===== config.mk =====
export PLATFORM = sky130hd
export DESIGN_NAME = mem_access_unit
export DESIGN_NICKNAME = d
export VERILOG_FILES = /design/src/rtl/mem_access_unit.sv
export SDC_FILE = /design/constraint.sdc
export NUM_CORES = 1
export LEC_CHECK = 0
export BUFFER_PORTS_ARGS = -buffer_cell sky130_fd_sc_hd__buf_2
export CORE_MARGIN = 4
export CORE_UTILIZATION = 49
export CTS_CLUSTER_DIAMETER = 40
export DETAILED_ROUTE_END_ITERATION = 7
export GPL_TIMING_DRIVEN = 0
export PLACE_DENSITY = 0.85
export SLEW_MARGIN = 30
export SYNTH_ARGS = -nofsm -noshare
export SYNTH_HDL_FRONTEND = slang
export SYNTH_SLANG_ARGS = --single-unit

===== constraint.sdc =====
create_clock -name iClk -period 2.3 [get_ports iClk]
set_clock_uncertainty 0.15 [all_clocks]
set_input_delay 0.23 -clock iClk [delete_from_list [all_inputs] [get_ports iClk]]
set_output_delay 0.23 -clock iClk [all_outputs]
set_load 0.05 [all_outputs]

===== src/rtl/mem_access_unit.sv =====
// mem_access_unit: single-outstanding load/store engine between the core and
// the memory bus. Does byte-lane steering, byte enables, load extension and
// alignment checking, and holds the bus strobes across wait states.
// Optional feature macro: MEM_TIMEOUT_EN (bus wait timeout, fault code 10).
module mem_access_unit #(
    parameter int unsigned DATA_W  = 32,
    parameter int unsigned ADDR_W  = 32,
    parameter int unsigned TIMEOUT = 255
) (
    input  logic                iClk,
    input  logic                nRst,
    input  logic                iReq,
    input  logic                iWrite,
    input  logic [1:0]          iSize,
    input  logic                iSigned,
    input  logic [ADDR_W-1:0]   iAddr,
    input  logic [DATA_W-1:0]   iWData,
    output logic                oBusy,
    output logic                oDone,
    output logic [DATA_W-1:0]   oRData,
    output logic [1:0]          oFault,
    output logic [ADDR_W-1:0]   oMemAddr,
    output logic [DATA_W-1:0]   oMemData,
    output logic [DATA_W/8-1:0] oMemBE,
    output logic                oMemRead,
    output logic                oMemWrite,
    input  logic [DATA_W-1:0]   iMemData,
    input  logic                iRdy
);

    localparam int unsigned BE_W  = DATA_W / 8;
    localparam int unsigned OFF_W = $clog2(BE_W);
    localparam int unsigned SH_W  = $clog2(DATA_W) + 1;

    localparam logic [1:0] FAULT_OK       = 2'b00;
    localparam logic [1:0] FAULT_MISALIGN = 2'b01;
`ifdef MEM_TIMEOUT_EN
    localparam logic [1:0] FAULT_TIMEOUT  = 2'b10;
    localparam int unsigned TO_W = (TIMEOUT > 1) ? $clog2(TIMEOUT) : 1;
`endif

    // Reject illegal configurations at elaboration
    if (DATA_W != 32 && DATA_W != 64) begin : g_bad_data_w
        $error("mem_access_unit: DATA_W must be 32 or 64");
    end
    if (TIMEOUT == 0) begin : g_bad_timeout
        $error("mem_access_unit: TIMEOUT must be non-zero");
    end

    typedef enum logic [1:0] {
        S_IDLE   = 2'd0,
        S_ACCESS = 2'd1,
        S_DONE   = 2'd2
    } state_e;

    state_e              state_q, state_d;
    logic [OFF_W-1:0]    off_q, off_d;
    logic [1:0]          size_q, size_d;
    logic                signed_q, signed_d;
    logic                write_q, write_d;
    logic                busy_q, busy_d;
    logic                done_q, done_d;
    logic [DATA_W-1:0]   rdata_q, rdata_d;
    logic [1:0]          fault_q, fault_d;
    logic [ADDR_W-1:0]   mem_addr_q, mem_addr_d;
    logic [DATA_W-1:0]   mem_data_q, mem_data_d;
    logic [BE_W-1:0]     mem_be_q, mem_be_d;
    logic                mem_read_q, mem_read_d;
    logic                mem_write_q, mem_write_d;
`ifdef MEM_TIMEOUT_EN
    logic [TO_W-1:0]     wait_q, wait_d;
`endif

    logic [OFF_W-1:0]    req_off_c;
    logic                misalign_c;
    logic [BE_W-1:0]     req_be_c;
    logic [DATA_W-1:0]   size_mask_c;
    logic [DATA_W-1:0]   req_wdata_c;

    logic [DATA_W-1:0]        ld_shift_c;
    logic [SH_W-1:0]          ext_sh_c;
    logic [DATA_W-1:0]        ld_top_c;
    logic signed [DATA_W-1:0] ld_sext_c;
    logic [DATA_W-1:0]        load_c;

    // Decode the incoming request: lane offset, alignment, enables, steered data
    always_comb begin
        req_off_c   = iAddr[OFF_W-1:0];
        misalign_c  = 1'b0;
        req_be_c    = '0;
        size_mask_c = '0;
        case (iSize)
            2'b00: begin
                req_be_c    = BE_W'(1) << req_off_c;
                size_mask_c = DATA_W'(8'hFF);
            end
            2'b01: begin
                misalign_c  = req_off_c[0];
                req_be_c    = BE_W'(3) << req_off_c;
                size_mask_c = DATA_W'(16'hFFFF);
            end
            2'b10: begin
                misalign_c  = (req_off_c[1:0] != 2'b00);
                req_be_c    = BE_W'(4'hF) << req_off_c;
                size_mask_c = DATA_W'(32'hFFFF_FFFF);
            end
            default: begin
                // double only exists on a 64-bit bus
                misalign_c  = (DATA_W == 32) || (req_off_c != '0);
                req_be_c    = '1;
                size_mask_c = '1;
            end
        endcase
        req_wdata_c = (iWData & size_mask_c) << {req_off_c, 3'b000};
    end

    // Right-justify the selected bus lanes and extend to the full width
    always_comb begin
        ld_shift_c = iMemData >> {off_q, 3'b000};
        case (size_q)
            2'b00:   ext_sh_c = SH_W'(DATA_W - 8);
            2'b01:   ext_sh_c = SH_W'(DATA_W - 16);
            2'b10:   ext_sh_c = SH_W'(DATA_W - 32);
            default: ext_sh_c = '0;
        endcase
        // park the access at the top, then shift back down with the desired fill
        ld_top_c  = ld_shift_c << ext_sh_c;
        ld_sext_c = ld_top_c;
        ld_sext_c = ld_sext_c >>> ext_sh_c;
        if (signed_q) begin
            load_c = ld_sext_c;
        end else begin
            load_c = ld_top_c >> ext_sh_c;
        end
    end

    // Next-state and registered-output logic
    always_comb begin
        state_d     = state_q;
        off_d       = off_q;
        size_d      = size_q;
        signed_d    = signed_q;
        write_d     = write_q;
        busy_d      = busy_q;
        done_d      = 1'b0;
        rdata_d     = rdata_q;
        fault_d     = fault_q;
        mem_addr_d  = mem_addr_q;
        mem_data_d  = mem_data_q;
        mem_be_d    = mem_be_q;
        mem_read_d  = mem_read_q;
        mem_write_d = mem_write_q;
`ifdef MEM_TIMEOUT_EN
        wait_d      = wait_q;
`endif
        case (state_q)
            S_IDLE: begin
                if (iReq) begin
                    busy_d   = 1'b1;
                    off_d    = req_off_c;
                    size_d   = iSize;
                    signed_d = iSigned;
                    write_d  = iWrite;
                    if (misalign_c) begin
                        // fault straight away, the bus never sees it
                        state_d = S_DONE;
                        done_d  = 1'b1;
                        fault_d = FAULT_MISALIGN;
                    end else begin
                        state_d     = S_ACCESS;
                        fault_d     = FAULT_OK;
                        mem_addr_d  = {iAddr[ADDR_W-1:OFF_W], {OFF_W{1'b0}}};
                        mem_data_d  = req_wdata_c;
                        mem_be_d    = req_be_c;
                        mem_read_d  = ~iWrite;
                        mem_write_d = iWrite;
`ifdef MEM_TIMEOUT_EN
                        wait_d      = '0;
`endif
                    end
                end
            end
            S_ACCESS: begin
                if (iRdy) begin
                    // a ready on the last permitted cycle still completes cleanly
                    state_d     = S_DONE;
                    done_d      = 1'b1;
                    fault_d     = FAULT_OK;
                    mem_read_d  = 1'b0;
                    mem_write_d = 1'b0;
                    if (!write_q) begin
                        rdata_d = load_c;
                    end
`ifdef MEM_TIMEOUT_EN
                end else if (wait_q == TO_W'(TIMEOUT - 1)) begin
                    state_d     = S_DONE;
                    done_d      = 1'b1;
                    fault_d     = FAULT_TIMEOUT;
                    mem_read_d  = 1'b0;
                    mem_write_d = 1'b0;
                end else begin
                    wait_d = wait_q + TO_W'(1);
`endif
                end
            end
            S_DONE: begin
                busy_d  = 1'b0;
                state_d = S_IDLE;
            end
            default: begin
                state_d = S_IDLE;
            end
        endcase
    end

    // State and output registers; reset clears everything including the strobes
    always_ff @(posedge iClk or negedge nRst) begin
        if (!nRst) begin
            state_q     <= S_IDLE;
            off_q       <= '0;
            size_q      <= '0;
            signed_q    <= 1'b0;
            write_q     <= 1'b0;
            busy_q      <= 1'b0;
            done_q      <= 1'b0;
            rdata_q     <= '0;
            fault_q     <= '0;
            mem_addr_q  <= '0;
            mem_data_q  <= '0;
            mem_be_q    <= '0;
            mem_read_q  <= 1'b0;
            mem_write_q <= 1'b0;
`ifdef MEM_TIMEOUT_EN
            wait_q      <= '0;
`endif
        end else begin
            state_q     <= state_d;
            off_q       <= off_d;
            size_q      <= size_d;
            signed_q    <= signed_d;
            write_q     <= write_d;
            busy_q      <= busy_d;
            done_q      <= done_d;
            rdata_q     <= rdata_d;
            fault_q     <= fault_d;
            mem_addr_q  <= mem_addr_d;
            mem_data_q  <= mem_data_d;
            mem_be_q    <= mem_be_d;
            mem_read_q  <= mem_read_d;
            mem_write_q <= mem_write_d;
`ifdef MEM_TIMEOUT_EN
            wait_q      <= wait_d;
`endif
        end
    end

    assign oBusy     = busy_q;
    assign oDone     = done_q;
    assign oRData    = rdata_q;
    assign oFault    = fault_q;
    assign oMemAddr  = mem_addr_q;
    assign oMemData  = mem_data_q;
    assign oMemBE    = mem_be_q;
    assign oMemRead  = mem_read_q;
    assign oMemWrite = mem_write_q;

endmodule


Yosys cells after proc, flatten, opt, wreduce, memory -nomap -nowiden
Index checks and enable logic that the tools add are counted.
{"block": "classes", "add_sub_neg": 0, "n_mul": 0, "div": 0, "magnitude_cmp": 0, "eq_ne": 8, "shifts": 8, "mux": 26, "bitwise_logic": 4, "n_reduce_logical": 13}
{"op": "$pmux 32 s2", "n": 1}
{"op": "$and 32x32->32", "n": 1}
{"op": "$mux 32", "n": 1}
{"op": "$shl 32x5->32", "n": 1}
{"op": "$shl 32x6->32", "n": 1}
{"op": "$shr 32x5->32", "n": 1}
{"op": "$shr 32x6->32", "n": 1}
{"op": "$sshr 32x6->32", "n": 1}
{"op": "$pmux 4 s3", "n": 1}
{"op": "$mux 1", "n": 10}
{"op": "$mux 2", "n": 5}
{"op": "$pmux 5 s2", "n": 1}
{"op": "$reduce_and 3->1", "n": 3}
{"op": "$pmux 1 s2", "n": 4}
{"op": "$pmux 2 s2", "n": 2}
{"op": "$eq 2x1->1 const B", "n": 3}
{"op": "$logic_not 2->1", "n": 3}
{"op": "$ne 2x2->1 const B", "n": 3}
{"op": "$reduce_and 2->1", "n": 3}
{"op": "$reduce_bool 2->1", "n": 3}
{"op": "$eq 2x2->1 const B", "n": 2}
{"op": "$reduce_and 4->1", "n": 1}
{"op": "$shl 1x2->4 const A", "n": 1}
{"op": "$shl 2x2->4 const A", "n": 1}
{"op": "other kinds (3)", "n": 5}
{"block": "word_totals", "ff_bits": 112, "latch_bits": 0, "mem_bits_rw": 0, "mem_bits_ro": 0, "output_inout_bits": 106, "n_memories": 0}

Longest topological paths before layout
{"block": "logic_depth", "ltp_word": 5, "depth_mapped": 8, "ltp_nobuf": 6}

Worst setup path before layout
OpenSTA, ideal clock, no wires.
{"block": "synth_timing", "path_kind": "reg2reg", "start": "register size_q[1]", "end": "register rdata_q[23], in the netlist oRData[23]", "arrival_ns": 1.628, "t_required_ns": 2.051, "slack_ns": 0.423, "stages_incl_launch_ff": 7, "synth_period_minus_slack_ns": 1.877, "cell_sequence": "dfrtp_1 or2_1 buf_2 and3_4 or4_4 buf_6 o311ai_4"}
{"block": "synth_via", "elab_chain_len": 5, "word_cells_on_any_way": 7, "classes_between": "eq/ne (1); shift (3); mux (2); reduce/logical (1)"}
{"item": "from (decl)", "line": "58", "text": "logic [1:0] size_q, size_d;"}
{"item": "from (signal assigned)", "line": "239", "text": "size_q <= size_d;"}
{"item": "$eq 2x1->1 or $logic_not 2->1 (tied branches)", "line": "120", "text": "case (size_q)"}
{"item": "$pmux 5 s2 *", "line": "120"}
{"item": "$shl 32x6->32", "line": "127", "text": "ld_top_c = ld_shift_c << ext_sh_c;"}
{"item": "$shr 32x6->32 or $sshr 32x6->32 (tied branches)", "line": "133, 129"}
{"item": "$mux 32 *", "line": "130", "text": "if (signed_q) begin"}
{"item": "to (signal assigned)", "line": "244", "text": "rdata_q <= rdata_d;"}
{"item": "to (decl)", "line": "63", "text": "logic [DATA_W-1:0] rdata_q, rdata_d;"}
Every way passes the cells marked *; elsewhere a longest branch is shown, timed or not.
A chain may end at the register's enable or synchronous reset.

Worst setup path in the final report
{"block": "layout_timing", "start": "input port iSize[0]", "end": "register mem_data_q[2], in the netlist oMemData[2]"}
{"block": "layout_via", "elab_chain_len": 4, "word_cells_on_any_way": 9, "classes_between": "eq/ne (2); shift (1); mux (2); bitwise (2); reduce/logical (2)"}
{"item": "from (decl)", "line": "14", "text": "input logic [1:0] iSize,"}
{"item": "$eq 2x1->1, or another cell as far along", "line": "92", "text": "case (iSize)"}
{"item": "$pmux 32 s2 or $pmux 1 s3 (tied branches)", "line": "92"}
{"item": "$and 32x32->32 or $not 1->1 (tied branches)"}
{"item": "$shl 32x5->32 or $reduce_and 3->1 (tied branches)"}
{"item": "to (signal assigned)", "line": "247", "text": "mem_data_q <= mem_data_d;"}
{"item": "to (decl)", "line": "66", "text": "logic [DATA_W-1:0] mem_data_q, mem_data_d;"}
Several ways; a longest one is shown, not always the timed one.

==> metrics.md <==
| Metric | Value |
|---|---|
| Post-DRT Antenna Nets | `0` |
| Syn avg cell area | `9.61 um^2` |
| Pwr dens | `1280 nW/um^2` |
| Critical Path AT | `2280 ps` |
| Slew @ Worst Pin | `590 ps` |
| Port Buffers | `206` |
| Max incr delay on CP | `540 ps` |
| DIE WIDTH | `113 um` |
| Final Max Tran Viols | `0` |
| Full die area | `12700 um^2` |
| First-pass GRT wire length | `29400 um` |
| Detailed Route WL | `18300 um` |
| Largest net degree at the start of global routing | `64` |
| Top area cells in the synthesized netlist | `dfrtp_1 52%, nand2_1 12%, mux2_2 4.8%, o21ai_0 3.4%, mux2i_1 3.0%` |
| CTS Sinks | `111` |
| Core ar. | `10500 um^2` |
| Post-synth EDFFs | `0` |
| Mapped Area | `5370 um^2` |
| Most used cell, CP | `buf_4` |
| CTS max path bufs | `2` |
| P_leak | `3.89 nW` |
| Vias | `5551` |
| Part of the cycle the worst path needs | `96.0%` |
| Drt drc | `0` |
| Die H | `113 um` |
| Syn-to-layout area delta | `36.8%` |
| CTS tree | `yes` |
| #FFs+latches synth | `111` |
| Starting DRT DRC Count | `502` |
| DP Area | `6610 um^2` |
| Initial Util | `51.1%` |
| First-pass iteration count of the detailed router | `7` |
| Post-route setup TNS | `0 ps` |
| Clock Pin Slew Worst Setup and Hold Paths | `110 ps` |
| Crit Path Class | `input port to flip-flop` |
| H-tree depth | `3` |
| Max-cap violations | `0` |
| Fmax | `453 MHz` |
| Antenna diodes | `0` |
| CP Cell Sequence | `dlygate4sd3_1 -> buf_2 -> inv_1 -> ha_1 -> a21oi_1 -> o211ai_1 -> buf_4 -> buf_4 -> clkbuf_1 -> nand2_1 -> o21ai_0` |
| Vias in the first global route | `5819` |
| Post-synth cell types | `46` |
| Per-cell routed wire length | `18.7 um` |
| Crit Path Max Fanout | `10` |
| Final Hold Fails | `0` |
| Relative slew margins | `60.5%` |
| Synth Instances | `559` |
| CP startpoint kind | `input port` |
| Nets | `942` |
| Cell taking the most area after synthesis | `dfrtp_1` |
| Num CTS Buffers | `9` |
| Post-route cell area | `7350 um^2` |
| Status | `complete, no violations` |
| Vias/cell | `5.69` |
| Routability Congestion | `0.955` |
| FFs w/ async S/R, synth | `100%` |
| Syn. warnings | `0` |
| Sequential fraction of the synthesis area | `51.7%` |
| Synth top area share | `51.7%` |
| Critical Path End Type | `flip-flop` |
| Post-DP HPWL | `12800 um` |
| Top FF cell, synth | `dfrtp_1` |
| Synth cell count leaders | `169 x nand2_1, 111 x dfrtp_1, 37 x o21ai_0` |
| Worst EP required | `2380 ps` |
| Worst skew pair latency | `370 ps` |
| Num rows | `37` |
| Final Setup Violations | `0` |
| Share of layout cells above drive strength 1 | `34.1%` |
| Root Buffer | `clkbuf_8` |
| Global Route Usage Sum | `28.9%` |
| Antenna violations before repair | `0` |
| Slowest CP cell | `dlygate4sd3_1` |
| Worst VDD drop | `0.958 mV` |
| Final min period | `2210 ps` |
| I/O pin total | `210` |
| Gr ovfl total | `0` |
| Most frequent cell after synthesis | `nand2_1` |
| Min-Delay Path Class | `input port to flip-flop` |
-- kinds of logic after synthesis --
kind of cell	after synthesis	synth area share (%)
adder cells (fa/ha/maj)	4	0.932
other	1	0.0698
AO/OA/AOI/OAI	109	14.0
buffers and inverters	47	4.05
AND/OR/NAND/NOR	247	21.0
flip-flops	111	51.7
multiplexers	40	8.22
-- placed cells by master (no fill, tap or decap), drive strengths merged, types with 2 or more instances in the layout --
cell type    synthesis  layout
dfrtp              111     111
a221oi               8       8
nand2              169     169
clkbuf              21      30
conb                 1       3
nor3                 3       3
dlygate4sd3          0      53
a21oi               16      16
ha                   4       4
mux2                23      23
nor2                29      29
a221o               11      11
nor2b                3       3
inv                  5       9
nand3b              14      14
o21ai               42      42
nand2b               2       2
o31ai                2       2
clkinv               0       2
o311ai               2       2
and4bb               2       2
buf                 21     230
a22o                 8       8
a22oi                8       8
or2                  4       4
a2bb2oi              8       8
mux2i               16      16
nand3               16      16
-- registers in the layout, indices dropped and copies added (netlist names) --
| signal | count |
|---|---|
| oBusy | 1 |
| oDone | 1 |
| oFault | 1 |
| oMemAddr | 30 |
| oMemBE | 4 |
| oMemData | 32 |
| oMemRead | 1 |
| oMemWrite | 1 |
| oRData | 32 |
| off_q | 2 |
| signed_q | 1 |
| size_q | 2 |
| state_q | 2 |
| write_q | 1 |
-- worst paths after layout --
path                               from            to  slack (ps)  cells after the start
setup / recovery               iSize[0]   oMemData[2]          90                     11
hold / removal             iMemData[20]    oRData[12]         100                      4
setup reg to reg             state_q[1]    oRData[13]         200                      5
hold reg to reg            oMemData[14]  oMemData[14]         330                      2
max in group asynchronous          nRst         oBusy        1120                      3
min in group asynchronous          nRst    oRData[29]         200                      2
-- power by group --
part	internal [W]	total, W	switching, W
clock	0.000418	0.00113	0.000708
sequential	0.00266	0.00311	0.000456
combinational	0.00131	0.00514	0.00383
total	0.00439	0.00938	0.00500
-- through the flow --
| stage | setup WS, ps | cells | hold slack, ps | utilization, % | power, W |
|---|---|---|---|---|---|
| floorplan | 423 | 561 | -216 | - | 0.00678 |
| global placement | -379 | 903 | 270 | 62.6 | 0.00801 |
| detailed placement | 124 | 904 | 47.5 | 62.9 | 0.00814 |
| CTS | 3.07 | 973 | 71.0 | 69.8 | 0.00933 |
| global route | -15.9 | 975 | 70.5 | 69.9 | 0.00985 |
| finish | 91.3 | 975 | 104 | 69.9 | 0.00938 |
-- worst max-delay path, delay by kind of cell --
| family | cells | cell delay [ps] |
|---|---|---|
| buffers and inverters | 6 | 1270 |
| adder cells (fa/ha/maj) | 1 | 230 |
| AND/OR/NAND/NOR | 1 | 130 |
| AO/OA/AOI/OAI | 3 | 430 |
-- what timing repair did --
action | in CTS | in global routing
gates resized for setup | 0 | 1
hold endpoints to repair | 102 | 0
buffers inserted | 0 | 2
hold buffers | 53 | 0
endpoints found under the setup margin | 0 | 69
-- metal layers --
| metal | vias up | global-route usage, % | wire length (um) |
|---|---|---|---|
| met2 | 364 | 48.9 | 8820 |
| met5 | - | 0 | 0 |
| li1 | 2473 | - | - |
| met4 | 0 | 15.8 | 842 |
| met3 | 81 | 6.84 | 1800 |
| met1 | 2633 | 33.8 | 6810 |
-- cell type report --
type / count / area [um^2]
Clock inverter: 7 / 63.8
Timing Repair Buffer: 262 / 1610
Fill cell: 761 / 3160
Buffer: 42 / 199
Sequential cell: 111 / 2780
Inverter: 5 / 18.8
Tap cell: 136 / 170
Multi-Input combinational cell: 403 / 2390
Clock buffer: 9 / 124
Power figures use the tool's default switching activity.
